### config.mk
export PLATFORM = sky130hd
export DESIGN_NAME = alu_issue_ctrl
export DESIGN_NICKNAME = d
export VERILOG_FILES = /design/src/rtl/alu_issue_ctrl.sv
export SDC_FILE = /design/constraint.sdc
export NUM_CORES = 1
export LEC_CHECK = 0
export ABC_AREA = 1
export CORE_UTILIZATION = 35
export DETAILED_ROUTE_END_ITERATION = 6
export PLACE_DENSITY = 0.7
export SLEW_MARGIN = 10
export SYNTH_ARGS = -nofsm -noshare
export SYNTH_HDL_FRONTEND = slang
export SYNTH_SLANG_ARGS = --single-unit
### constraint.sdc
create_clock -name clk -period 3.05 [get_ports clk]
set_clock_uncertainty 0.2 [all_clocks]
set_input_delay 0.61 -clock clk [delete_from_list [all_inputs] [get_ports clk]]
set_output_delay 0.61 -clock clk [all_outputs]
set_load 0.02 [all_outputs]
### src/rtl/alu_issue_ctrl.sv
// Instruction-issue sequencer: fetches, decodes and sequences ALU operations and branches.
// Optional: define ALU_ISSUE_TRAP_EN to trap on illegal encodings (branch=1, single=1).
module alu_issue_ctrl #(
    parameter logic [15:0] RESET_PC = 16'h0000,
    parameter int          REG_AW   = 4
) (
    input  logic              clk,
    input  logic              rst_n,
    input  logic              halt,
    output logic              mem_req,
    output logic [15:0]       mem_addr,
    input  logic              mem_ack,
    input  logic [15:0]       mem_rdata,
    output logic [REG_AW-1:0] rf_raddr1,
    output logic [REG_AW-1:0] rf_raddr2,
    input  logic [15:0]       rf_rdata1,
    input  logic [15:0]       rf_rdata2,
    output logic              rf_we,
    output logic [REG_AW-1:0] rf_waddr,
    output logic [15:0]       rf_wdata,
    output logic [15:0]       alu_value1,
    output logic [15:0]       alu_value2,
    output logic [3:0]        alu_operator,
    output logic              alu_single,
    input  logic [15:0]       alu_result,
    input  logic              alu_check_branch,
    output logic [15:0]       pc,
    output logic              busy,
    output logic              trap
);

    typedef enum logic [2:0] {
        S_FETCH,
        S_DECODE,
        S_READ,
        S_EXEC,
        S_WB,
        S_BRANCH,
        S_TRAP
    } state_t;

    state_t      state_q, state_d;
    logic [15:0] pc_q, pc_d;
    logic [15:0] ir_q, ir_d;
    logic        pend_q, pend_d;
    logic [15:0] alu_value1_q, alu_value1_d;
    logic [15:0] alu_value2_q, alu_value2_d;
    logic [3:0]  alu_operator_q, alu_operator_d;
    logic        alu_single_q, alu_single_d;

    logic        ir_single;
    logic        ir_branch;
    logic        ir_nowb;
    logic [15:0] br_offset;

    assign ir_single = ir_q[11];
    assign ir_branch = ir_q[10];
    assign ir_nowb   = ir_q[9];
    assign br_offset = {{6{ir_q[9]}}, ir_q[9:0]};

    always_comb begin
        // NOTE: every signal assigned here gets a default first so no path leaves it unassigned (no latches).
        state_d        = state_q;
        pc_d           = pc_q;
        ir_d           = ir_q;
        pend_d         = 1'b0;
        alu_value1_d   = alu_value1_q;
        alu_value2_d   = alu_value2_q;
        alu_operator_d = alu_operator_q;
        alu_single_d   = alu_single_q;
        mem_req        = 1'b0;
        rf_we          = 1'b0;
        rf_waddr       = '0;
        rf_wdata       = '0;

        case (state_q)
            S_FETCH: begin
                // A request that was already presented at an edge is held through halt until acked.
                mem_req = rst_n && (!halt || pend_q);
                pend_d  = mem_req && !mem_ack;
                if (mem_req && mem_ack) begin
                    ir_d    = mem_rdata;
                    pc_d    = pc_q + 16'd1;
                    state_d = S_DECODE;
                end
            end
            S_DECODE: begin
                if (ir_branch && !ir_single) begin
                    alu_operator_d = ir_q[15:12];
                    state_d        = S_BRANCH;
                end else if (!ir_branch) begin
                    state_d = S_READ;
                end else begin
`ifdef ALU_ISSUE_TRAP_EN
                    state_d = S_TRAP;
`else
                    state_d = S_FETCH;
`endif
                end
            end
            S_READ: begin
                alu_value1_d   = rf_rdata1;
                alu_value2_d   = rf_rdata2;
                alu_operator_d = ir_q[15:12];
                alu_single_d   = ir_single;
                state_d        = S_EXEC;
            end
            S_EXEC: begin
                state_d = S_WB;
            end
            S_WB: begin
                if (!ir_nowb) begin
                    rf_we    = rst_n;
                    rf_waddr = REG_AW'(ir_q[7:4]);
                    rf_wdata = alu_result;
                end
                state_d = S_FETCH;
            end
            S_BRANCH: begin
                // pc already points past the branch word, so the offset is relative to the next word.
                if (alu_check_branch) begin
                    pc_d = pc_q + br_offset;
                end
                state_d = S_FETCH;
            end
            S_TRAP: begin
                state_d = S_TRAP;
            end
            default: begin
                state_d = S_FETCH;
            end
        endcase
    end

    always_ff @(posedge clk) begin
        if (!rst_n) begin
            state_q        <= S_FETCH;
            pc_q           <= RESET_PC;
            ir_q           <= '0;
            pend_q         <= 1'b0;
            alu_value1_q   <= '0;
            alu_value2_q   <= '0;
            alu_operator_q <= '0;
            alu_single_q   <= 1'b0;
        end else begin
            // NOTE: non-blocking assignments so every flop samples pre-edge values.
            state_q        <= state_d;
            pc_q           <= pc_d;
            ir_q           <= ir_d;
            pend_q         <= pend_d;
            alu_value1_q   <= alu_value1_d;
            alu_value2_q   <= alu_value2_d;
            alu_operator_q <= alu_operator_d;
            alu_single_q   <= alu_single_d;
        end
    end

    assign mem_addr     = pc_q;
    assign pc           = pc_q;
    assign rf_raddr1    = REG_AW'(ir_q[7:4]);
    assign rf_raddr2    = REG_AW'(ir_q[3:0]);
    assign alu_value1   = alu_value1_q;
    assign alu_value2   = alu_value2_q;
    assign alu_operator = alu_operator_q;
    assign alu_single   = alu_single_q;
    assign busy         = (state_q != S_FETCH);
`ifdef ALU_ISSUE_TRAP_EN
    assign trap         = (state_q == S_TRAP);
`else
    assign trap         = 1'b0;
`endif

endmodule

* Yosys cells after proc, flatten, opt, wreduce, memory -nomap -nowiden
Cells that the tools add are included.
Storage, ports and cells: flip-flop bits (word level) 73, input port bits 69, word-level logic and storage cells 51
Operators by class: mux-type cells 16, reductions and logical operators 16, eq/ne operators 9, add/sub/neg operators 2
Operators with widths (count):
- 16-bit two-way mux | 4
- 16-bit case mux with 2 select lines | 1
- 16-bit by 1-bit adder with 16-bit output, second input constant | 1
- 16-bit adder | 1
- 3-bit case mux with 5 select lines | 1
- 4-bit two-way mux | 3
- 3-bit equality test, second input constant | 3
- 4-bit case mux with 2 select lines | 1
- 3-bit by 2-bit equality test with 1-bit output, second input constant | 2
- 3-bit two-way mux | 2
- 2-bit inequality test, second input constant | 3
- 2-bit AND reduction | 3
- 1-bit logical AND | 4
- 2-bit nonzero test | 2
- 3-bit by 1-bit equality test with 1-bit output, second input constant | 1
- 1-bit zero test | 3
- 3-bit zero test | 1
- 1-bit two-way mux | 3
- 3-bit AND reduction | 1
- 3-bit nonzero test | 1
- 2-bit two-way mux | 1
- 1-bit logical OR | 1

* Depth between registers and ports, before layout
Gate-level depths: netlist of the first run.
word-level depth 6, gate-level depth with buffers 19

* Worst setup path before layout of the first run
OpenSTA, ideal clock, no wires.
path kind reg-to-reg, start point register state_q[0], end point register pc_q[14], in the netlist mem_addr[14], arrival 2.363 ns, clock period less this slack 2.672 ns, buffers on the path 0, path slack 0.378 ns, setup time 0.109 ns, required time 2.741 ns, stages on the path, launching flop included 17, path through dfxtp_1 -> inv_2 -> nor2_4 -> nand2_2 -> or2_2 -> ha_1 -> fa_1 -> nand2_1 -> nand3_1 -> nand2_1 -> nor2_1 -> o21ai_1 -> nand2_1 -> nand2_1 -> nand3_1 -> nand2_1 -> inv_1
On the way: cells in the longest elaborated chain, start to end 3, elaborated cells on any way between the ends 7, those cells by class eq/ne (3); mux (1); reduce/logical (3)
RTL lines:
- start, declared | line 42 | state_t state_q, state_d;
- start signal, assigned | line 147 | state_q <= state_d;
- 3-bit equality test / 3-bit zero test (equally long branches) | line 76 | case (state_q)
- 2-bit inequality test (no line) / 2-bit nonzero test (equally long branches)
- 3-bit AND reduction (no line)
- end signal, assigned | line 148 | pc_q <= pc_d;
- end, declared | line 43 | logic [15:0] pc_q, pc_d;
Several ways; a longest one is shown, not always the timed one. A chain may end at the register's enable or synchronous reset.

* Worst setup path after layout of the first run
start point input rst_n, end point output mem_req
On the way: cells in the longest elaborated chain, start to end 2
RTL lines:
- start, declared | line 8 | input logic rst_n,
- 1-bit logical AND | line 79 | mem_req = rst_n && (!halt || pend_q);
- 1-bit two-way mux | line 76
- end, declared | line 10 | output logic mem_req,
Every way passes these cells.

==> impl_results.md, run 1 <==
- Status: complete, no violations
- Layout Nets: 776
- Number of post-CTS setup repair buffers: 0
- Overall routing resource usage: 18.75%
- Mapped Cells: about 560
- Initial antenna violation count: 0
- ANT nets after route: 0
- Period utilisation layout: 95.28%
- Die X-Extent: approximately 110 um
- I/O Buffers: roughly 170
- WL/cell: ~13 um
- Synth warn: 0
- Die Area: 11310 um^2
- Ant. Diodes: 0
- CP Class: in2out
- Setup TNS: 0 ps
- Worst EP arrival: ~2100 ps
- Mean number of vias per cell: approximately 4.6
- Die height: 106.4 um
- CTS buffer count: 9
- Crit path required time: about 2200 ps
- Slew @ Worst Pin: 547.3 ps
- First-pass GRT wire length: 17.09 mm
- EDFF count, synth: 0
- Commonest non-fill, non-tap cell in the layout: clkdlybuf4s50_1
- Predominant post-synthesis flop cell: dfxtp_1
- Gpl congestion: roughly 0.81
- Share of synthesized registers carrying an async set or reset: 0%
- Crit path time final: ~2900 ps
- Initial core utilization: between 30% and 40%
- RSZ-0062 raised after global routing: no
- Min-Delay Path Class: reg2reg
- Setup violations, final: 0
- Commonest non-fill, non-tap cells in the layout: clkdlybuf4s50_1 (168), nand2_1 (127), nor2_1 (76)
- IO Pins: 170
- Max-cap violations: 0
- Peak VDD IR: approximately 0.21 mV
- Clock buffer depth: 2
- Overflow after GRT: 0
- Hold_buf cts: 0
- Max Slew Vio Count: 0
- Clock root cell: clkbuf_8
- Largest net degree at the start of global routing: 43
- Share of layout cells above drive strength 1: 6.980%
- TritonCTS Sinks: 73
- DRC: 0
- Syn_nets: approximately 640
- Number of fill cells in the layout: between 1000 and 1500
- Yosys reg bits: 73
- Post-synthesis sequential area ratio: approximately two fifths
- Post-DP HPWL: 7.752 mm
- Core footprint: roughly 10000 um^2
- Fmax: about 340 MHz
- TritonRoute pass-1 iters: 4
- CP endpoint kind: primary output
- Worst-path maximum fanout: 3
- Clock-pin slew on the worst setup and hold paths: 80 ps
- Pwr dens: 496.2 nW/um^2
- CP startpoint kind: input pin
- DRT iter0 DRCs: around 160
- Leakage: around 2.3 nW
- Total wire length: about 11 mm
- Rows: 37
- Cell area after synthesis: around 3800 um^2
- Relative slew slack: a little under two thirds
- Area added between synthesis and finish: 47.10%
- H-tree levels: 3
- Clock insertion delay at the later pin of the skew report: 360 ps
- Vias post-DR: between 3000 and 4000
- Vias in the first global route: between 3000 and 4000
- CTS tree: done
- Final hold vios: 0
- Syn avg cell area: roughly 6.8 um^2
- Yosys cell types: 34
- Final Util: between 50% and 60%
-- where the power goes --
| group | internal [W] | total [W] | switching (W) |
|---|---|---|---|
| logic | 0.000403 | 0.000903 | 0.000501 |
| clock network | 0.000309 | 0.000730 | 0.000421 |
| registers | 0.00107 | 0.00115 | 0.0000826 |
| total | 0.00178 | 0.00278 | 0.00100 |
-- critical path, cell delays in order --
cell and delay (ps):
clkdlybuf4s50_1 510, inv_2 60, a21oi_1 160, inv_1 70, nor2_1 90, clkdlybuf4s50_1 600
-- cell type report --
cell class	instances	area [um^2]	share of cell area, %
Tap cell	136	170.2	3.034
Inverter	74	277.8	4.953
Clock inverter	7	60.06	1.071
Sequential cell	73	1463	26.08
Multi-Input combinational cell	365	1787	31.86
Timing Repair Buffer	174	1727	30.79
Clock buffer	9	123.9	2.209
-- Yosys cell counts, types with 3 or more instances --
master / number / area, um^2
nor2_2: 4 / 25.02
nor2_1: 76 / 285.3
nand3_1: 18 / 90.09
xor2_1: 6 / 52.55
nand2_2: 4 / 25.02
dfxtp_1: 73 / 1461
xnor2_1: 3 / 26.28
clkbuf_1: 14 / 52.55
inv_1: 65 / 244.0
nand4_1: 5 / 31.28
inv_2: 9 / 33.78
a21oi_1: 57 / 285.3
nand2_1: 127 / 476.7
o21bai_1: 3 / 22.52
buf_4: 27 / 202.7
ha_1: 9 / 112.6
buf_2: 4 / 20.02
o21ai_0: 32 / 160.2
-- per-layer routing --
metal	GRT usage [%]	part of all wire, %	vias up
met5	0	0	-
met4	6.647	2.0	0
li1	-	-	2006
met2	33.77	49	141
met1	21.73	42	1730
met3	3.924	6.5	19
-- what timing repair did --
item                                   in CTS  in global routing
setup endpoints to repair                   0                  3
resized for setup                           0                  1
endpoints found under the hold margin       0                  0
-- through the flow --
| step | instance area [um^2] | cells | setup slack, ps | hold slack, ps | power, W |
|---|---|---|---|---|---|
| final | 5608 | 838 | 143.8 | 265.0 | 0.002783 |
| after global routing | 5608 | 838 | 13.97 | 289.2 | 0.002952 |
| after CTS | 5607 | 838 | 135.7 | 267.3 | 0.002812 |
| after detailed placement | 5423 | 822 | 138.3 | 254.1 | 0.002077 |
| after global placement | 5423 | 822 | 172.3 | 251.8 | 0.002062 |
| after floorplan | 3812 | 558 | 377.7 | 230.0 | 0.001696 |
-- cells by family (layout without fill, tap and decap cells) --
logic type,after synthesis,in the layout,share of synthesized area [%]
compound gates,104,104,15.00
buf+inv,120,264,14.80
flops,73,73,38.33
other cells,1,1,0.09836
fa+ha+maj,10,10,3.479
xor+xnor,9,9,2.068
simple gates,241,241,26.22
-- registers in the layout (all words and copies together) (netlist names) --
name and flops:
alu_value1 16, alu_single 1, pend_q 1, ir_q 16, alu_operator 4, mem_addr 16, state_q 3, alu_value2 16
-- final timing paths --
| check | startpoint | to | slack (ps) | cells past startpoint |
|---|---|---|---|---|
| max | rst_n | mem_req | 140 | 6 |
| min | ir_q[8]$_SDFFE_PN0P_ | ir_q[8]$_SDFFE_PN0P_ | 270 | 2 |
| max reg2reg | state_q[0]$_SDFFE_PN0P_ | mem_addr[14]$_SDFFE_PN0P_ | 260 | 16 |
| min reg2reg | ir_q[8]$_SDFFE_PN0P_ | ir_q[8]$_SDFFE_PN0P_ | 270 | 2 |
No activity file was read; power rests on OpenSTA's default activity.
==> inputs of run 2 (changes only) <==
--- a/config.mk
+++ b/config.mk
@@ -6,9 +6,10 @@
 export NUM_CORES = 1
 export LEC_CHECK = 0
 export ABC_AREA = 1
-export CORE_UTILIZATION = 35
+export CORE_UTILIZATION = 42
 export DETAILED_ROUTE_END_ITERATION = 6
-export PLACE_DENSITY = 0.7
+export PLACE_DENSITY = 0.81
+export SETUP_SLACK_MARGIN = 0.3
 export SLEW_MARGIN = 10
 export SYNTH_ARGS = -nofsm -noshare
 export SYNTH_HDL_FRONTEND = slang
==> constraint.sdc (replaced) <==
create_clock -name clk -period 3.05 [get_ports clk]
set_clock_uncertainty 0.2 [all_clocks]
set_input_delay 0.4575 -clock clk [delete_from_list [all_inputs] [get_ports clk]]
set_output_delay 0.4575 -clock clk [all_outputs]
set_load 0.02 [all_outputs]
==> impl_results.md, run 2 (synthesized netlist as in run 1, its figures left out) <==
- Pwr dens: 483.7 nW/um^2 (-2.5%)
- Leakage: 2.667 nW (+16%)
- H-tree levels: 3 (unchanged)
- Ant. Diodes: 0 (unchanged)
- Min-Delay Path Class: reg2reg
- Setup TNS: 0 ps (unchanged)
- Fmax: 380.2 MHz (+10%)
- CP Class: in2out
- Relative slew slack: 63.89% (+0.43 points)
- First-pass GRT wire length: 16.84 mm (-1.5%)
- Overall routing resource usage: 21.77% (+3.0 points)
- Dpl cell area: 5395 um^2 (-0.51%)
- Commonest non-fill, non-tap cells in the layout: clkdlybuf4s50_1 (148), nand2_1 (126), nor2_1 (74)
- Rows: 34 (-8.1%)
- CP dominant cell by count: clkdlybuf4s50_1
- Worst Hold Slack: 266.9 ps (+1.863 ps)
- ANT nets after route: 0 (unchanged)
- Path depth of the worst reg2reg path: 14 (-2)
- Area added between synthesis and finish: 48.44%
- Worst-path cell chain: clkdlybuf4s50_1, inv_2, buf_4, nor2_1, clkdlybuf4s50_1
- Crit path time final: 2630 ps (-275.7 ps)
- TritonCTS Sinks: 73 (unchanged)
- CP top delay family: buffers and inverters
- Tot Pwr: 0.002738 W (-1.6%)
- Peak VDD IR: 0.2802 mV (+34%)
- Die X-Extent: 97.28 um (-8.5%)
- Slew @ Worst Pin: 540.9 ps (-6.439 ps)
- Initial antenna violation count: 0 (unchanged)
- Final instance area: 5659 um^2 (+0.91%)
- WP depth: 5 (-1)
- Setup violations, final: 0 (unchanged)
- GR Util met1: 24.28% (+2.5 points)
- Gpl congestion: 0.8677 (+6.9%)
- IO Pins: 170 (unchanged)
- GRT met3 Usage: 6.403% (+2.5 points)
- CP startpoint kind: input pin
- Share of layout cells above drive strength 1: 8.381% (+1.4 points)
- Commonest non-fill, non-tap cell in the layout: clkdlybuf4s50_1
- Largest net degree at the start of global routing: 35 (-19%)
- Reg2reg setup slack: 460 ps (+200 ps)
- Period utilisation layout: 86.24% (-9.0 points)
- Status: complete, no violations
- Max-cap violations: 0 (unchanged)
- Buffers & Inverters on Critical Path: 4 (unchanged)
- Max Slew Vio Count: 0 (unchanged)
- Layout Nets: 778 (+0.26%)
- Clock insertion delay at the later pin of the skew report: 350 ps (about the same)
- Overflow after GRT: 0 (unchanged)
- DRC: 0 (unchanged)
- Most Crowded Layer GR: met2
- Post-DP HPWL: 7.621 mm (-1.7%)
- M2 GR Usage: 38.14% (+4.4 points)
- Worst path max stage delay: 630 ps (+30 ps)
- Final hold vios: 0 (unchanged)
- CTS buffer count: 9 (unchanged)
- Die height: 97.28 um (-8.5%)
- Total wire length: 10.27 mm (-2.3%)
- CP Capture Point: rf_we
- Crit path required time: 2390 ps (+150 ps)
- Clock root cell: clkbuf_8
- Clock buffer depth: 2 (unchanged)
- Worst-path maximum fanout: 9 (+6)
- RSZ-0062 raised after global routing: yes
- Vias in the first global route: 3813 (+1.4%)
- Critical R2R Capture: mem_addr[10]$_SDFFE_PN0P_
- Initial core utilization: 43.50% (+7.1 points)
- DRT iter0 DRCs: 200 (+26%)
- CTS tree: done
- Worst setup startpoint: rst_n
- Vias post-DR: 3938 (+1.1%)
- Slowest-stage cell, CP: clkdlybuf4s50_1
- Core footprint: 8763 um^2 (-16%)
- Worst EP arrival: 1970 ps (-130 ps)
- Mean number of vias per cell: 4.850 (+4.3%)
- Number of fill cells in the layout: 743 (-26%)
- Clock-pin slew on the worst setup and hold paths: 80 ps (about the same)
- I/O Buffers: 168 (unchanged)
- CP endpoint kind: primary output
- WL/cell: 12.64 um (+0.80%)
- Worst r2r src: state_q[0]$_SDFFE_PN0P_
- TritonRoute pass-1 iters: 4 (unchanged)
- Die Area: 9462 um^2 (-16%)
run 2: cell types whose count changed in the layout (fill, tap and decap cells not counted), sizes merged:
cell	previous run	this run
clkdlybuf4s50	168	148
dlymetal6s2s	0	20
clkinv	0	3
inv	78	75
buf	6	8
clkbuf	9	10
clkinvlp	3	2
run 2: worst register-to-register path: stages (launching register included):
cell and delay, ps:
dfxtp_4 390, inv_2 50, nor2_4 130, nand2_2 70
or2_2 280, ha_2 210, fa_2 370, nand2_1 80
nand3_1 90, nand2_1 100, nor2_1 70, o21ai_0 170
nand3_1 100, o211ai_1 110, inv_1 70
run 2: area by class of cell:
| type | count | area [um^2] | area share (%) |
|---|---|---|---|
| tap | 108 | 135.1 | 2.388 |
| sequential | 73 | 1466 | 25.91 |
| clock buffer | 10 | 127.6 | 2.255 |
| multi-input combinational | 365 | 1818 | 32.12 |
| clock inverter | 6 | 42.54 | 0.7517 |
| inverter | 74 | 277.8 | 4.908 |
| timing repair buffer | 176 | 1792 | 31.66 |
run 2: where the power goes:
| group | internal (W) | switching (W) |
|---|---|---|
| combinational | 0.000411 | 0.000504 |
| sequential | 0.00107 | 0.0000840 |
| clock | 0.000296 | 0.000375 |
run 2: how the worst min path moves through the flow:
stage / cells after the start / slack, ps / end / start
6_report: 2 / 270 / alu_value1[4]$_SDFFE_PN0P_ / alu_value1[4]$_SDFFE_PN0P_
3_5_place_dp: 2 / 250 / ir_q[8]$_SDFFE_PN0P_ / ir_q[8]$_SDFFE_PN0P_
4_1_cts: 2 / 260 / ir_q[8]$_SDFFE_PN0P_ / ir_q[8]$_SDFFE_PN0P_
3_3_place_gp: 2 / 250 / ir_q[8]$_SDFFE_PN0P_ / ir_q[8]$_SDFFE_PN0P_
5_1_grt: 2 / 280 / alu_value1[3]$_SDFFE_PN0P_ / alu_value1[3]$_SDFFE_PN0P_
2_1_floorplan: 2 / 230 / ir_q[8]$_SDFFE_PN0P_ / ir_q[8]$_SDFFE_PN0P_
run 2: repair_timing:
action | CTS | global route
cloned | 0 | 0
resized for setup | 1 | 31
pin swaps | 0 | 1
hold buffers | 0 | 0
endpoints found under the setup margin | 4 | 28
buffers inserted | 0 | 1
run 2: routing by layer:
metal | share of wire, % | wire length, um | vias up
met5 | 0 | 0 | -
met1 | 41 | 4204 | 1760
li1 | - | - | 2009
met2 | 49 | 5034 | 151
met4 | 2.4 | 242 | 0
met3 | 7.6 | 784 | 18
run 2: stage by stage:
stage	utilization [%]	setup WS (ps)	std cells
after CTS	63.52	318.3	811
final	64.58	419.6	812
after floorplan	-	377.7	558
after global routing	64.58	278.3	812
after detailed placement	61.56	247.1	795
after global placement	61.56	311.0	795
==> inputs of run 3 (changes only) <==
--- a/config.mk
+++ b/config.mk
@@ -6,6 +6,7 @@
 export NUM_CORES = 1
 export LEC_CHECK = 0
 export ABC_AREA = 1
+export CORE_MARGIN = 10
 export CORE_UTILIZATION = 42
 export DETAILED_ROUTE_END_ITERATION = 6
 export PLACE_DENSITY = 0.81
==> impl_results.md, run 3 (synthesized netlist as in run 1, its figures left out) <==
- CP startpoint kind: flip-flop
- Ant. Diodes: 0 (unchanged)
- Placed cells: 795 (unchanged)
- Final instance area: 5675 um^2 (+0.29%)
- Hold path start: alu_value1[10]$_SDFFE_PN0P_
- Initial antenna violation count: 0 (unchanged)
- Mean number of vias per cell: 4.925 (+1.5%)
- Initial core utilization: 43.50% (unchanged)
- RSZ-0062 raised after global routing: yes
- Area added between synthesis and finish: 48.87%
- Die height: 115.3 um (+19%)
- Leakage: 2.673 nW (+0.24%)
- Setup violations, final: 0 (unchanged)
- Hold path depth: 2 (unchanged)
- Worst EP arrival: 1980 ps (about the same)
- TritonCTS Sinks: 73 (unchanged)
- Clock-pin slew on the worst setup and hold paths: 80 ps (about the same)
- Final Util: 64.76% (+0.19 points)
- Overall routing resource usage: 17.33% (-4.4 points)
- Period utilisation layout: 86.45% (+0.21 points)
- Fmax: 379.3 MHz (-0.24%)
- CTS buffer count: 9 (unchanged)
- Setup TNS: 0 ps (unchanged)
- Crit path required time: 2390 ps (about the same)
- Peak VDD IR: 0.3169 mV (+13%)
- Reg2reg setup slack: 460 ps (about the same)
- I/O Buffers: 168 (unchanged)
- ANT nets after route: 0 (unchanged)
- Total wire length: 12.03 mm (+17%)
- Hold EP: alu_value1[10]$_SDFFE_PN0P_
- CP Class: reg2out
- Crit path time final: 2637 ps (+6.330 ps)
- Max-cap violations: 0 (unchanged)
- Dpl cell area: 5395 um^2 (unchanged)
- Min-Delay Path Class: reg2reg
- Overflow after GRT: 0 (unchanged)
- CTS tree: done
- Clock root cell: clkbuf_8
- Max Slew Vio Count: 0 (unchanged)
- Commonest non-fill, non-tap cell in the layout: clkdlybuf4s50_1
- Worst-path maximum fanout: 20 (+11)
- Final hold vios: 0 (unchanged)
- IO Pins: 170 (unchanged)
- First-pass GRT wire length: 19.02 mm (+13%)
- Clock buffer depth: 2 (unchanged)
- Rows: 34 (unchanged)
- DRC: 0 (unchanged)
- Gpl congestion: 0.8639 (-0.44%)
- TritonRoute pass-1 iters: 5 (+1)
- WL/cell: 14.81 um (+17%)
- Layout Nets: 779 (+0.13%)
- Share of layout cells above drive strength 1: 7.386% (-0.99 points)
- Vias in the first global route: 3991 (+4.7%)
- DRT iter0 DRCs: 252 (+26%)
- Status: complete, no violations
- Clock insertion delay at the later pin of the skew report: 350 ps (about the same)
- Largest net degree at the start of global routing: 43 (+23%)
- Post-DP HPWL: 9.371 mm (+23%)
- H-tree levels: 3 (unchanged)
- Placement Setup Slack: 234.8 ps (-12.32 ps)
- Core footprint: 8763 um^2 (unchanged)
- CP endpoint kind: primary output
- Die Area: 13290 um^2 (+40%)
- Commonest non-fill, non-tap cells in the layout: clkdlybuf4s50_1 (149), nand2_1 (127), nor2_1 (76)
- Vias post-DR: 3999 (+1.5%)
- Final WS setup: 413.2 ps (-6.330 ps)
- Worst r2r src: state_q[0]$_SDFFE_PN0P_
- Path depth of the worst reg2reg path: 16 (+2)
- Final Instance Count excl. Fillers: 812 (unchanged)
- Pwr dens: 510.2 nW/um^2 (+5.5%)
- Die X-Extent: 115.3 um (+19%)
- Critical R2R Capture: mem_addr[14]$_SDFFE_PN0P_
==> run 3: cell type report <==
class | instances | area [um^2]
Clock buffer | 10 | 127.6
Clock inverter | 5 | 81.33
Fill cell | 775 | 3088
Inverter | 74 | 277.8
Multi-Input combinational cell | 365 | 1792
Sequential cell | 73 | 1465
Tap cell | 108 | 135.1
Timing Repair Buffer | 177 | 1797
==> run 3: repair_timing <==
| item | 4_1_cts | 5_1_grt |
|---|---|---|
| hold buffers | 0 | 0 |
| pin swaps | 0 | 3 |
| setup buffers | 0 | 2 |
| resized for setup | 2 | 21 |
| endpoints found under the setup margin | 3 | 26 |
==> run 3: per-layer routing <==
| layer | track usage [%] | share of wire (%) | up-vias |
|---|---|---|---|
| met5 | 0 | 0 | - |
| met2 | 29.47 | 48 | 151 |
| met1 | 18.70 | 40 | 1812 |
| met4 | 7.426 | 2.4 | 0 |
| met3 | 6.875 | 9.4 | 24 |
| li1 | - | - | 2012 |
==> run 3: worst max-delay path by stage <==
stage / startpoint / endpoint / slack (ps) / depth (start not counted)
6_report: state_q[1]$_SDFFE_PN0P_ / rf_wdata[11] / 410 / 5
5_1_grt: state_q[0]$_SDFFE_PN0P_ / mem_addr[14]$_SDFFE_PN0P_ / 280 / 16
4_1_cts: state_q[0]$_SDFFE_PN0P_ / mem_addr[14]$_SDFFE_PN0P_ / 350 / 16
3_5_place_dp: state_q[0]$_SDFFE_PN0P_ / mem_addr[14]$_SDFFE_PN0P_ / 230 / 16
3_3_place_gp: state_q[0]$_SDFFE_PN0P_ / mem_addr[14]$_SDFFE_PN0P_ / 310 / 16
2_1_floorplan: state_q[0]$_SDFFE_PN0P_ / mem_addr[14]$_SDFFE_PN0P_ / 380 / 16
==> run 3: where the power goes <==
part | internal (W) | total [W] | leakage, nW | switching (W)
Combinational | 0.000415 | 0.000936 | 1.98 | 0.000522
Sequential | 0.00107 | 0.00115 | 0.594 | 0.0000796
Clock | 0.000456 | 0.000811 | 0.102 | 0.000355
Total | 0.00194 | 0.00290 | 2.67 | 0.000956
==> run 3: critical path: stages (launching register included) <==
cell and delay [ps]:
dfxtp_1 370, nor2_1 190, nand3_1 150, buf_4 230, nor2_1 100, clkdlybuf4s50_1 610
==> run 3: stage by stage <==
step | hold WS, ps | total power, W
after CTS | 267.8 | 0.002904
after global placement | 250.1 | 0.002071
final | 265.8 | 0.002895
after floorplan | 230.0 | 0.001696
after detailed placement | 256.4 | 0.002097
after global routing | 285.1 | 0.003054
